## src/rtl/trigger_sequencer_pkg.sv

```systemverilog
// Shared types for the multi-stage capture trigger: stage configuration record,
// sequencer state encoding and the per-channel edge qualification helper.
package trigger_sequencer_pkg;

    localparam int SAMPLE_WIDTH = 8;
    localparam int NUM_STAGES   = 4;
    localparam int COUNT_WIDTH  = 16;
    localparam int STAGE_WIDTH  = (NUM_STAGES > 1) ? $clog2(NUM_STAGES) : 1;

    typedef logic [SAMPLE_WIDTH-1:0] sample_t;
    typedef logic [STAGE_WIDTH-1:0]  stage_idx_t;
    typedef logic [COUNT_WIDTH-1:0]  count_t;

    typedef struct packed {
        sample_t mask;
        sample_t value;
        sample_t rise;
        sample_t fall;
        count_t  count;
        logic    last;
    } stage_cfg_t;

    typedef enum logic [1:0] {
        IDLE,
        ARMED,
        FIRED
    } trig_state_e;

    // Channels with both rise and fall requested accept either edge.
    function automatic logic edges_ok(sample_t need_rise, sample_t need_fall,
                                      sample_t rise, sample_t fall);
        sample_t miss;
        miss = (need_rise & ~need_fall & ~rise)
             | (need_fall & ~need_rise & ~fall)
             | (need_rise &  need_fall & ~(rise | fall));
        return miss == '0;
    endfunction

endpackage

```

## src/rtl/trigger_sequencer_if.sv

```systemverilog
// Sample and stage-configuration bus feeding the trigger sequencer.
interface trigger_sequencer_if;
    import trigger_sequencer_pkg::*;

    logic       valid;
    sample_t    dataIn;
    logic       cfg_we;
    stage_idx_t cfg_stage;
    sample_t    cfg_mask;
    sample_t    cfg_value;
    sample_t    cfg_rise;
    sample_t    cfg_fall;
    count_t     cfg_count;
    logic       cfg_last;

    modport master (
        output valid, dataIn,
        output cfg_we, cfg_stage, cfg_mask, cfg_value, cfg_rise, cfg_fall, cfg_count, cfg_last
    );

    modport slave (
        input valid, dataIn,
        input cfg_we, cfg_stage, cfg_mask, cfg_value, cfg_rise, cfg_fall, cfg_count, cfg_last
    );

endinterface

```

## src/rtl/trigger_sequencer_stage_match.sv

```systemverilog
// Combinational hit decision for one trigger stage: masked level compare plus
// per-channel edge requirements against the previous valid sample.
module trigger_sequencer_stage_match
    import trigger_sequencer_pkg::*;
(
    input  stage_cfg_t cfg,
    input  sample_t    data,
    input  sample_t    prev,
    input  logic       prev_ok,
    output logic       hit
);

    sample_t rise;
    sample_t fall;
    logic    level_ok;
    logic    unused_cfg;

    // Counting and sequencing fields are consumed by the sequencer, not here.
    assign unused_cfg = ^{cfg.count, cfg.last};

    always_comb begin
        rise     = prev_ok ? (data & ~prev) : '0;
        fall     = prev_ok ? (~data & prev) : '0;
        level_ok = ((data ^ cfg.value) & cfg.mask) == '0;
        hit      = level_ok && edges_ok(cfg.rise, cfg.fall, rise, fall);
    end

endmodule

```

## src/rtl/trigger_sequencer.sv

```systemverilog
// Multi-stage sequential trigger: walks the configured stages in order and
// emits a one-cycle run pulse when the final stage reaches its occurrence count.
module trigger_sequencer
    import trigger_sequencer_pkg::*;
(
    input  logic                      clock,
    input  logic                      reset_n,
    trigger_sequencer_if.slave        bus,
    input  logic                      arm,
    input  logic                      abort,
    output logic                      run,
    output logic                      armed,
    output logic                      triggered,
    output stage_idx_t                stage
);

    localparam logic [STAGE_WIDTH:0] STAGE_LIMIT = (STAGE_WIDTH + 1)'(NUM_STAGES);
    localparam stage_idx_t           LAST_STAGE  = STAGE_WIDTH'(NUM_STAGES - 1);

    stage_cfg_t  cfg_mem [NUM_STAGES];
    stage_cfg_t  cfg_wr;
    stage_cfg_t  cur_cfg;
    trig_state_e state;
    count_t      cnt;
    sample_t     prev;
    logic        prev_ok;
    logic        hit;
    logic        cfg_ok;
    logic        complete;

    assign cfg_wr = '{
        mask:  bus.cfg_mask,
        value: bus.cfg_value,
        rise:  bus.cfg_rise,
        fall:  bus.cfg_fall,
        count: bus.cfg_count,
        last:  bus.cfg_last
    };

    // Configuration is frozen while a sequence is in progress.
    assign cfg_ok   = bus.cfg_we && (state != ARMED) && ({1'b0, bus.cfg_stage} < STAGE_LIMIT);
    assign cur_cfg  = cfg_mem[stage];
    assign complete = cur_cfg.last || (stage == LAST_STAGE);

    trigger_sequencer_stage_match u_match (
        .cfg     (cur_cfg),
        .data    (bus.dataIn),
        .prev    (prev),
        .prev_ok (prev_ok),
        .hit     (hit)
    );

    always_ff @(posedge clock) begin
        if (!reset_n) begin
            for (int i = 0; i < NUM_STAGES; i++) begin
                cfg_mem[i] <= '0;
            end
            state     <= IDLE;
            run       <= 1'b0;
            armed     <= 1'b0;
            triggered <= 1'b0;
            stage     <= '0;
            cnt       <= '0;
            prev      <= '0;
            prev_ok   <= 1'b0;
        end else begin
            run <= 1'b0;

            if (cfg_ok) begin
                cfg_mem[bus.cfg_stage] <= cfg_wr;
            end

            if (bus.valid) begin
                prev <= bus.dataIn;
            end

            // The arm-cycle sample primes prev but never produces an edge.
            if (arm) begin
                prev_ok <= 1'b0;
            end else if (bus.valid) begin
                prev_ok <= 1'b1;
            end

            if (abort) begin
                state <= IDLE;
                armed <= 1'b0;
            end else if (arm) begin
                state     <= ARMED;
                armed     <= 1'b1;
                stage     <= '0;
                cnt       <= '0;
                triggered <= 1'b0;
            end else begin
                case (state)
                    ARMED: begin
                        if (bus.valid && hit) begin
                            if (cnt == cur_cfg.count) begin
                                cnt <= '0;
                                if (complete) begin
                                    state     <= FIRED;
                                    armed     <= 1'b0;
                                    run       <= 1'b1;
                                    triggered <= 1'b1;
                                end else begin
                                    stage <= stage + 1'b1;
                                end
                            end else begin
                                cnt <= cnt + 1'b1;
                            end
                        end
                    end
                    default: begin
                    end
                endcase
            end
        end
    end

endmodule
```

## src/flat_wrapper.sv

```systemverilog
// flat-port wrapper written by rule: the top's interface ports become plain ports
module trigger_sequencer_flat import trigger_sequencer_pkg::*;
  (clock, reset_n, arm, abort, run, armed, triggered, stage, bus_valid, bus_dataIn, bus_cfg_we, bus_cfg_stage, bus_cfg_mask, bus_cfg_value, bus_cfg_rise, bus_cfg_fall, bus_cfg_count, bus_cfg_last);
  trigger_sequencer_if bus_i ();
  input  logic clock;
  input  logic reset_n;
  input  logic arm;
  input  logic abort;
  output logic run;
  output logic armed;
  output logic triggered;
  output stage_idx_t stage;
  input wire logic [$bits(bus_i.valid)-1:0] bus_valid;
  input wire logic [$bits(bus_i.dataIn)-1:0] bus_dataIn;
  input wire logic [$bits(bus_i.cfg_we)-1:0] bus_cfg_we;
  input wire logic [$bits(bus_i.cfg_stage)-1:0] bus_cfg_stage;
  input wire logic [$bits(bus_i.cfg_mask)-1:0] bus_cfg_mask;
  input wire logic [$bits(bus_i.cfg_value)-1:0] bus_cfg_value;
  input wire logic [$bits(bus_i.cfg_rise)-1:0] bus_cfg_rise;
  input wire logic [$bits(bus_i.cfg_fall)-1:0] bus_cfg_fall;
  input wire logic [$bits(bus_i.cfg_count)-1:0] bus_cfg_count;
  input wire logic [$bits(bus_i.cfg_last)-1:0] bus_cfg_last;
  assign bus_i.valid = bus_valid;
  assign bus_i.dataIn = bus_dataIn;
  assign bus_i.cfg_we = bus_cfg_we;
  assign bus_i.cfg_stage = bus_cfg_stage;
  assign bus_i.cfg_mask = bus_cfg_mask;
  assign bus_i.cfg_value = bus_cfg_value;
  assign bus_i.cfg_rise = bus_cfg_rise;
  assign bus_i.cfg_fall = bus_cfg_fall;
  assign bus_i.cfg_count = bus_cfg_count;
  assign bus_i.cfg_last = bus_cfg_last;
  trigger_sequencer u_core (.clock(clock), .reset_n(reset_n), .bus(bus_i), .arm(arm), .abort(abort), .run(run), .armed(armed), .triggered(triggered), .stage(stage));
endmodule
```

## config.mk

```make
export PLATFORM = sky130hd
export DESIGN_NAME = trigger_sequencer_flat
export DESIGN_NICKNAME = d
export VERILOG_FILES = /design/src/rtl/trigger_sequencer_pkg.sv /design/src/rtl/trigger_sequencer_if.sv /design/src/rtl/trigger_sequencer_stage_match.sv /design/src/rtl/trigger_sequencer.sv /design/src/flat_wrapper.sv
export SDC_FILE = /design/constraint.sdc
export NUM_CORES = 1
export LEC_CHECK = 0
export CORE_UTILIZATION = 40
export DETAILED_ROUTE_END_ITERATION = 8
export HOLD_SLACK_MARGIN = 0.15
export PLACE_DENSITY_LB_ADDON = 0.2
export SLEW_MARGIN = 40
export SYNTH_ARGS = -nofsm -noshare
export SYNTH_HDL_FRONTEND = slang
export SYNTH_SLANG_ARGS = --single-unit
export TNS_END_PERCENT = 5
```

## constraint.sdc

```tcl
create_clock -name clock -period 9.2 [get_ports clock]
set_input_delay 1.84 -clock clock [delete_from_list [all_inputs] [get_ports clock]]
set_output_delay 1.84 -clock clock [all_outputs]
set_load 0.01 [all_outputs]
```

==> impl_results.md, run 1 <==
* Achievable Freq at 214 MHz
* Core area at 26200 um^2
* Post-synth top area share at a little over half
* R2R depth at 10
* Tightest Pin Transition at 0.799 ns
* H-tree depth at 1
* Crit end category: flop
* Status: finished with violations
* CP Max Fanout at 50
* Max-slew violations at 0
* Setup-failing EPs final at 0
* Req. time, crit path at 9.36 ns
* Hold Buf Count CTS at 0
* Average routed wire per standard cell at 20.2 um
* N_diodes at 0
* Yosys top cell by area: edfxtp_1
* CTS buffer count at 26
* Clock Sinks at ~230
* Hold path depth at 1
* Worst-path cell chain: clkdlybuf4s50_1 > nand3_1 > nor3b_2 > buf_4 > nand2b_2 > buf_4
* Worst relative slew slack at 46.7%
* GRT Overall Usage at 18.2%
* Setup TNS at 0 ns
* Clock root buffer: clkbuf_16
* Leak at 4.37 nW
* Mapped Area at approximately 11000 um^2
* Synth unique cells at 68
* Postcts setup bufs at 0
* Final Cycle Share at 50.8%
* Synthesized area per cell at 13.5 um^2
* Post_cts resized at 0
* Sequential fraction of the synthesis area at 60.9%
* Initial core utilization at 41.0%
* First-pass GRT wire length at 38.5 mm
* Num ports at 70
* Setup Skew at 0.00977 ns
* Initial antenna violation count at 0
* Iter 0 DRT Violations at about 400
* EDFF count, synth at just under 200
* Total iterations of the first detailed-routing run at 6
* IO Port Bufs at 69
* YS warnings at 0
* Data arrival, critical path at ~4.8 ns
* Longest Clk Path Bufs at 3
* CTS tree: done
* HPWL Detailed at 14.6 mm
* Max VDD drop at 0.113 mV
* Max-capacitance violation count at 0
* Largest stage delay, worst path at roughly 0.8 ns
* Ranking of synthesized cells by area: edfxtp_1 55%, and2_1 12%, mux4_2 6.9%, dfxtp_1 6.1%, mux2i_1 1.3%
* Post-synth ARST share at 0%
* DRC at 4
* Vias/cell at 5.42
* Synth Flop Type: edfxtp_1
* Post-route minimum period at 4.67 ns
* Hold_sp: u_core.state[1]
* Layout cell share with drive strength beyond 1 at 12.7%
* Synth top cells by count: 198 x and2_1, 196 x edfxtp_1, 33 x dfxtp_1, 33 x mux4_2, 30 x clkbuf_1
* Gp weighted congestion at 0.754
* CP startpoint kind: primary input
* Syn-to-layout area delta at 18.3%
* Hold Path Sink: u_core.state[1]
* Violated checks: DRC
* Worst R2R End: u_core.cnt[14]
* Kind of critical path: primary input to flop
* Pwr/cell area at 197 nW/um^2
* Hold crit path type: flop to flop
* Die Ht at 166 um
* Worst reg2reg setup slack at roughly 5.2 ns
* Final wirelength at 24.5 mm
* Count leader, synth: and2_1
* Register bit total from synthesis at approximately 230
* Total gr overflow at 0
* Net count after synthesis at 861
* Gate Count Post-Synth at 794
* Vias in the first global route at 6707
* Total number of vias at between 6000 and 7000
* Clk Latency, worst-skew pair at around 0.52 ns
* Detail Route Antenna Nets at 0
* # rows at 59
* Critical path's most frequent cell: buf_4
* Final hold vios at 0
* Clock-pin slew on the worst setup and hold paths at about 0.06 ns
* RSZ-0062 raised after global routing: no
* Fill cells at 2267
* CP max stage cell: clkdlybuf4s50_1
* Final Util at roughly 49%
* Largest net degree at the start of global routing at 65
* Die W at 166 um
* Die area at 27500 um^2
* Nets at roughly 920
[layout by cell type (no fill, tap or decap), types with 5 or more instances in the layout]
master             n
and2_1           198
edfxtp_1         196
clkdlybuf4s50_1   69
mux4_2            33
dfxtp_1           31
clkbuf_16         27
a21oi_1           26
nor2_1            24
nand3_1           18
xnor2_1           16
inv_1             15
o21ai_0           14
mux2i_1           14
nand3b_1          13
nand2_1           12
or4_1             12
buf_4             12
nand4b_1          10
o31ai_1            9
nand4_1            9
and4b_1            8
or3_1              6
bufinv_16          6
clkbuf_1           5
[routing by layer]
layer  vias to the layer above  wire (um)  global-route usage, %
li1                       3114          -                      -
met1                      3294      11200                   25.2
met2                       137      11700                   30.1
met3                        28       1150                   2.38
met4                         0        325                   4.55
met5                         -          0                      0
[per-stage QoR]
step	setup WS, ns	instances	cell area [um^2]	hold WS, ns	total power [mW]
finish	4.53	1212	12700	0.514	2.50
global route	4.27	1212	12700	0.534	2.58
CTS	4.49	1212	12700	0.511	2.53
detailed placement	3.96	1164	11800	0.497	1.38
global placement	4.00	1164	11700	0.483	1.38
floorplan	4.66	794	10800	0.467	1.30
[state kept, by name (all words and copies together), names as in the netlist, named ones only]
name / flops
u_core.triggered: 1
u_core.run: 1
u_core.prev_ok: 1
u_core.prev: 8
u_core.armed: 1
u_core.cnt: 16
u_core.stage: 2
u_core.cfg_mem: 196
u_core.state: 1
[cell type report]
class                           count  area (um^2)  area share, %
Clock inverter                     12          215           1.69
Multi-Input combinational cell    504         3940           31.0
Clock buffer                       36          749           5.89
Timing Repair Buffer               81          781           6.14
Inverter                           15         56.3          0.443
Tap cell                          335          419           3.30
Sequential cell                   229         6550           51.5
[worst max-delay path, delay by kind of cell]
family,cells,cell delay [ns]
simple gates,3,1.14
buf+inv,3,1.81
[worst max-delay path by stage]
| stage | from | end | slack [ns] | depth (start not counted) |
|---|---|---|---|---|
| after global routing | reset_n | u_core.cfg_mem[1][39] | 4.27 | 6 |
| after CTS | reset_n | u_core.cfg_mem[1][39] | 4.49 | 6 |
| final | reset_n | u_core.cfg_mem[1][39] | 4.53 | 6 |
| after floorplan | reset_n | u_core.cfg_mem[2][0] | 4.66 | 5 |
| after global placement | reset_n | u_core.cfg_mem[1][36] | 4.00 | 6 |
| after detailed placement | reset_n | u_core.cfg_mem[1][36] | 3.96 | 6 |
[report_power, final]
part / internal, mW / switching [mW]
sequential: 1.18 / 0.0185
combinational: 0.0656 / 0.0857
clock: 0.736 / 0.414
[kinds of logic after synthesis]
kind of cell	count (synthesis)	share of synthesized area, %
buf+inv	61	2.70
xor+xnor	20	1.63
compound gates	87	5.66
fa+ha+maj	2	0.233
mux	49	8.42
flops	229	60.9
simple gates	346	20.5
(Power assumes the default switching activity.)
==> run 2: changes to the inputs <==
- clock period: 9.2 -> 4.9 ns (I/O delays scaled with it)
==> impl_results.md, run 2 (same netlist as run 1, synthesis figures left out) <==
* First-pass GRT wire length at 38.3 mm
* Initial antenna violation count at 0
* CP delay by family, top: simple AND/OR/NAND/NOR gates
* Hold Buf Count CTS at 0
* Worst reg2reg setup slack at 1.40 ns
* Postcts setup bufs at 0
* CP startpoint kind: primary input
* Switch share at 21.6%
* R2R depth at 8
* Most frequent cells in the layout: 198 x and2_1, 196 x edfxtp_1, 69 x clkdlybuf4s50_1
* Post-route minimum period at 3.71 ns
* Hold_sp: u_core.cnt[15]
* Max-slew violations at 0
* Syn-to-layout area delta at 17.3%
* Layout cell share with drive strength beyond 1 at 12.4%
* Seq pwr share at 52.3%
* Worst relative slew slack at 50.5%
* Die area at around 28000 um^2
* Pwr/cell area at 342 nW/um^2
* Req. time, crit path at 5.31 ns
* Iter 0 DRT Violations at approximately 440
* Gp weighted congestion at about 0.8
* Total gr overflow at 0
* P_sw at 0.933 mW
* RSZ-0062 raised after global routing: no
* Biggest registers after layout: u_core.cfg_mem x196, u_core.cnt x16, u_core.prev x8
* CTS tree: done
* Clock-pin slew on the worst setup and hold paths at ~0.060 ns
* Clock network power share at 40.9%
* CP max stage cell: clkdlybuf4s50_1
* Setup-failing EPs final at 0
* DRC at 4
* Total iterations of the first detailed-routing run at 6
* Tightest Pin Transition at 0.741 ns
* Core area at 26200 um^2
* Data arrival, critical path at 4.13 ns
* Longest Clk Path Bufs at 3
* Initial core utilization at around two fifths
* CTS buffer count at 25
* Average routed wire per standard cell at ~20 um
* Violated checks: DRC
* Max-capacitance violation count at 0
* Final wirelength at between 20 and 25 mm
* Vias/cell at 5.38
* Hold Path Sink: u_core.cnt[15]
* GRT Overall Usage at 18.2%
* Internal power contribution at 3.38 mW
* Largest stage delay, worst path at 0.56 ns
* Crit end category: flop
* Fin cells at roughly 1200
* Clk Latency, worst-skew pair at 0.51 ns
* HPWL Detailed at 14.9 mm
* Clock root buffer: clkbuf_16
* Placed cells at 1171
* Final Cycle Share at 75.8%
* Max reg flops at approximately 200
* Largest net degree at the start of global routing at 50
* Post_cts resized at 0
* Buf/Inv on CP at 1
* Total number of vias at 6545
* Most common cell after layout, fill and taps aside: and2_1
* Leak at around 4.3 nW
* Largest Register: u_core.cfg_mem
* IO Port Bufs at 69
* Worst-path cell chain: clkdlybuf4s50_1 > and4b_1 > or3_1 > a2111oi_2 > o22ai_1 > nor4_4 > nand4_1 > or4_1 > a221oi_1
* Die W at 166 um
* H-tree depth at 1
* Num ports at 70
* Hold crit path type: flop to flop
* Final hold vios at 0
* # rows at 59
* Nets at 931
* Fin Hold WS at just over 0.5 ns
* Max VDD drop at slightly above 0.2 mV
* Clock Sinks at ~230
* Achievable Freq at 269 MHz
* Setup Skew at 0.00813 ns
* Setup TNS at 0 ns
* Detail Route Antenna Nets at 0
* Kind of critical path: primary input to flop
* N_diodes at 0
* Worst R2R End: u_core.cnt[9]
* Hold path depth at 2
* Die Ht at between 150 and 200 um
* Comb pwr share at 6.8%
* Vias in the first global route at around 6500
* CP Max Fanout at 9
* Status: finished with violations
run 2: worst reg2reg max path: cells and delay by family, from the launching register on:
family                 cells  cell delay, ns
AO/OA/AOI/OAI              2            0.69
buffers and inverters      1            0.27
AND/OR/NAND/NOR            4            1.35
multiplexers               1            0.59
flip-flops                 1            0.50
run 2: worst max path at each step:
stage,endpoint,cells past startpoint,startpoint,slack [ns]
floorplan,u_core.cfg_mem[2][0],5,reset_n,1.22
global placement,u_core.cnt[9],9,bus_dataIn[4],0.77
detailed placement,u_core.cnt[9],9,bus_dataIn[4],0.65
CTS,flop,10,flop,1.12
global route,u_core.cnt[9],9,bus_dataIn[4],1.01
finish,u_core.cnt[9],9,bus_dataIn[4],1.19
run 2: area by class of cell:
cell class	count	area, um^2
Timing Repair Buffer	89	878
Clock inverter	9	65.1
Inverter	15	56.3
Tap cell	335	419
Fill cell	2267	13600
Multi-Input combinational cell	504	3940
Clock buffer	36	697
Sequential cell	229	6550
run 2: power groups by stage:
stage | Clock [mW] | Sequential [mW] | Combinational, mW
2_1_floorplan | 0 | 2.29 | 0.150
3_3_place_gp | 0 | 2.29 | 0.295
3_5_place_dp | 0 | 2.30 | 0.297
4_1_cts | 1.80 | 2.26 | 0.298
5_1_grt | 1.88 | 2.27 | 0.319
6_report | 1.77 | 2.26 | 0.293
run 2: metal layers:
layer | GRT usage [%] | vias to the layer above | share of wire (%)
met5 | 0 | - | 0
met4 | 4.06 | 0 | 1.3
met3 | 2.79 | 23 | 4.2
met2 | 29.6 | 113 | 47
met1 | 25.7 | 3284 | 48
li1 | - | 3125 | -
run 2: stage by stage:
step                      total power, mW  instance area, um^2  setup WS (ns)  utilization, %
after floorplan                      2.44                10800           1.22               -
after global placement               2.59                11800          0.768            45.1
after detailed placement             2.60                11800          0.650            45.1
after CTS                            4.36                12600           1.12            48.0
after global routing                 4.47                12600           1.01            48.1
final                                4.32                12600           1.19            48.1
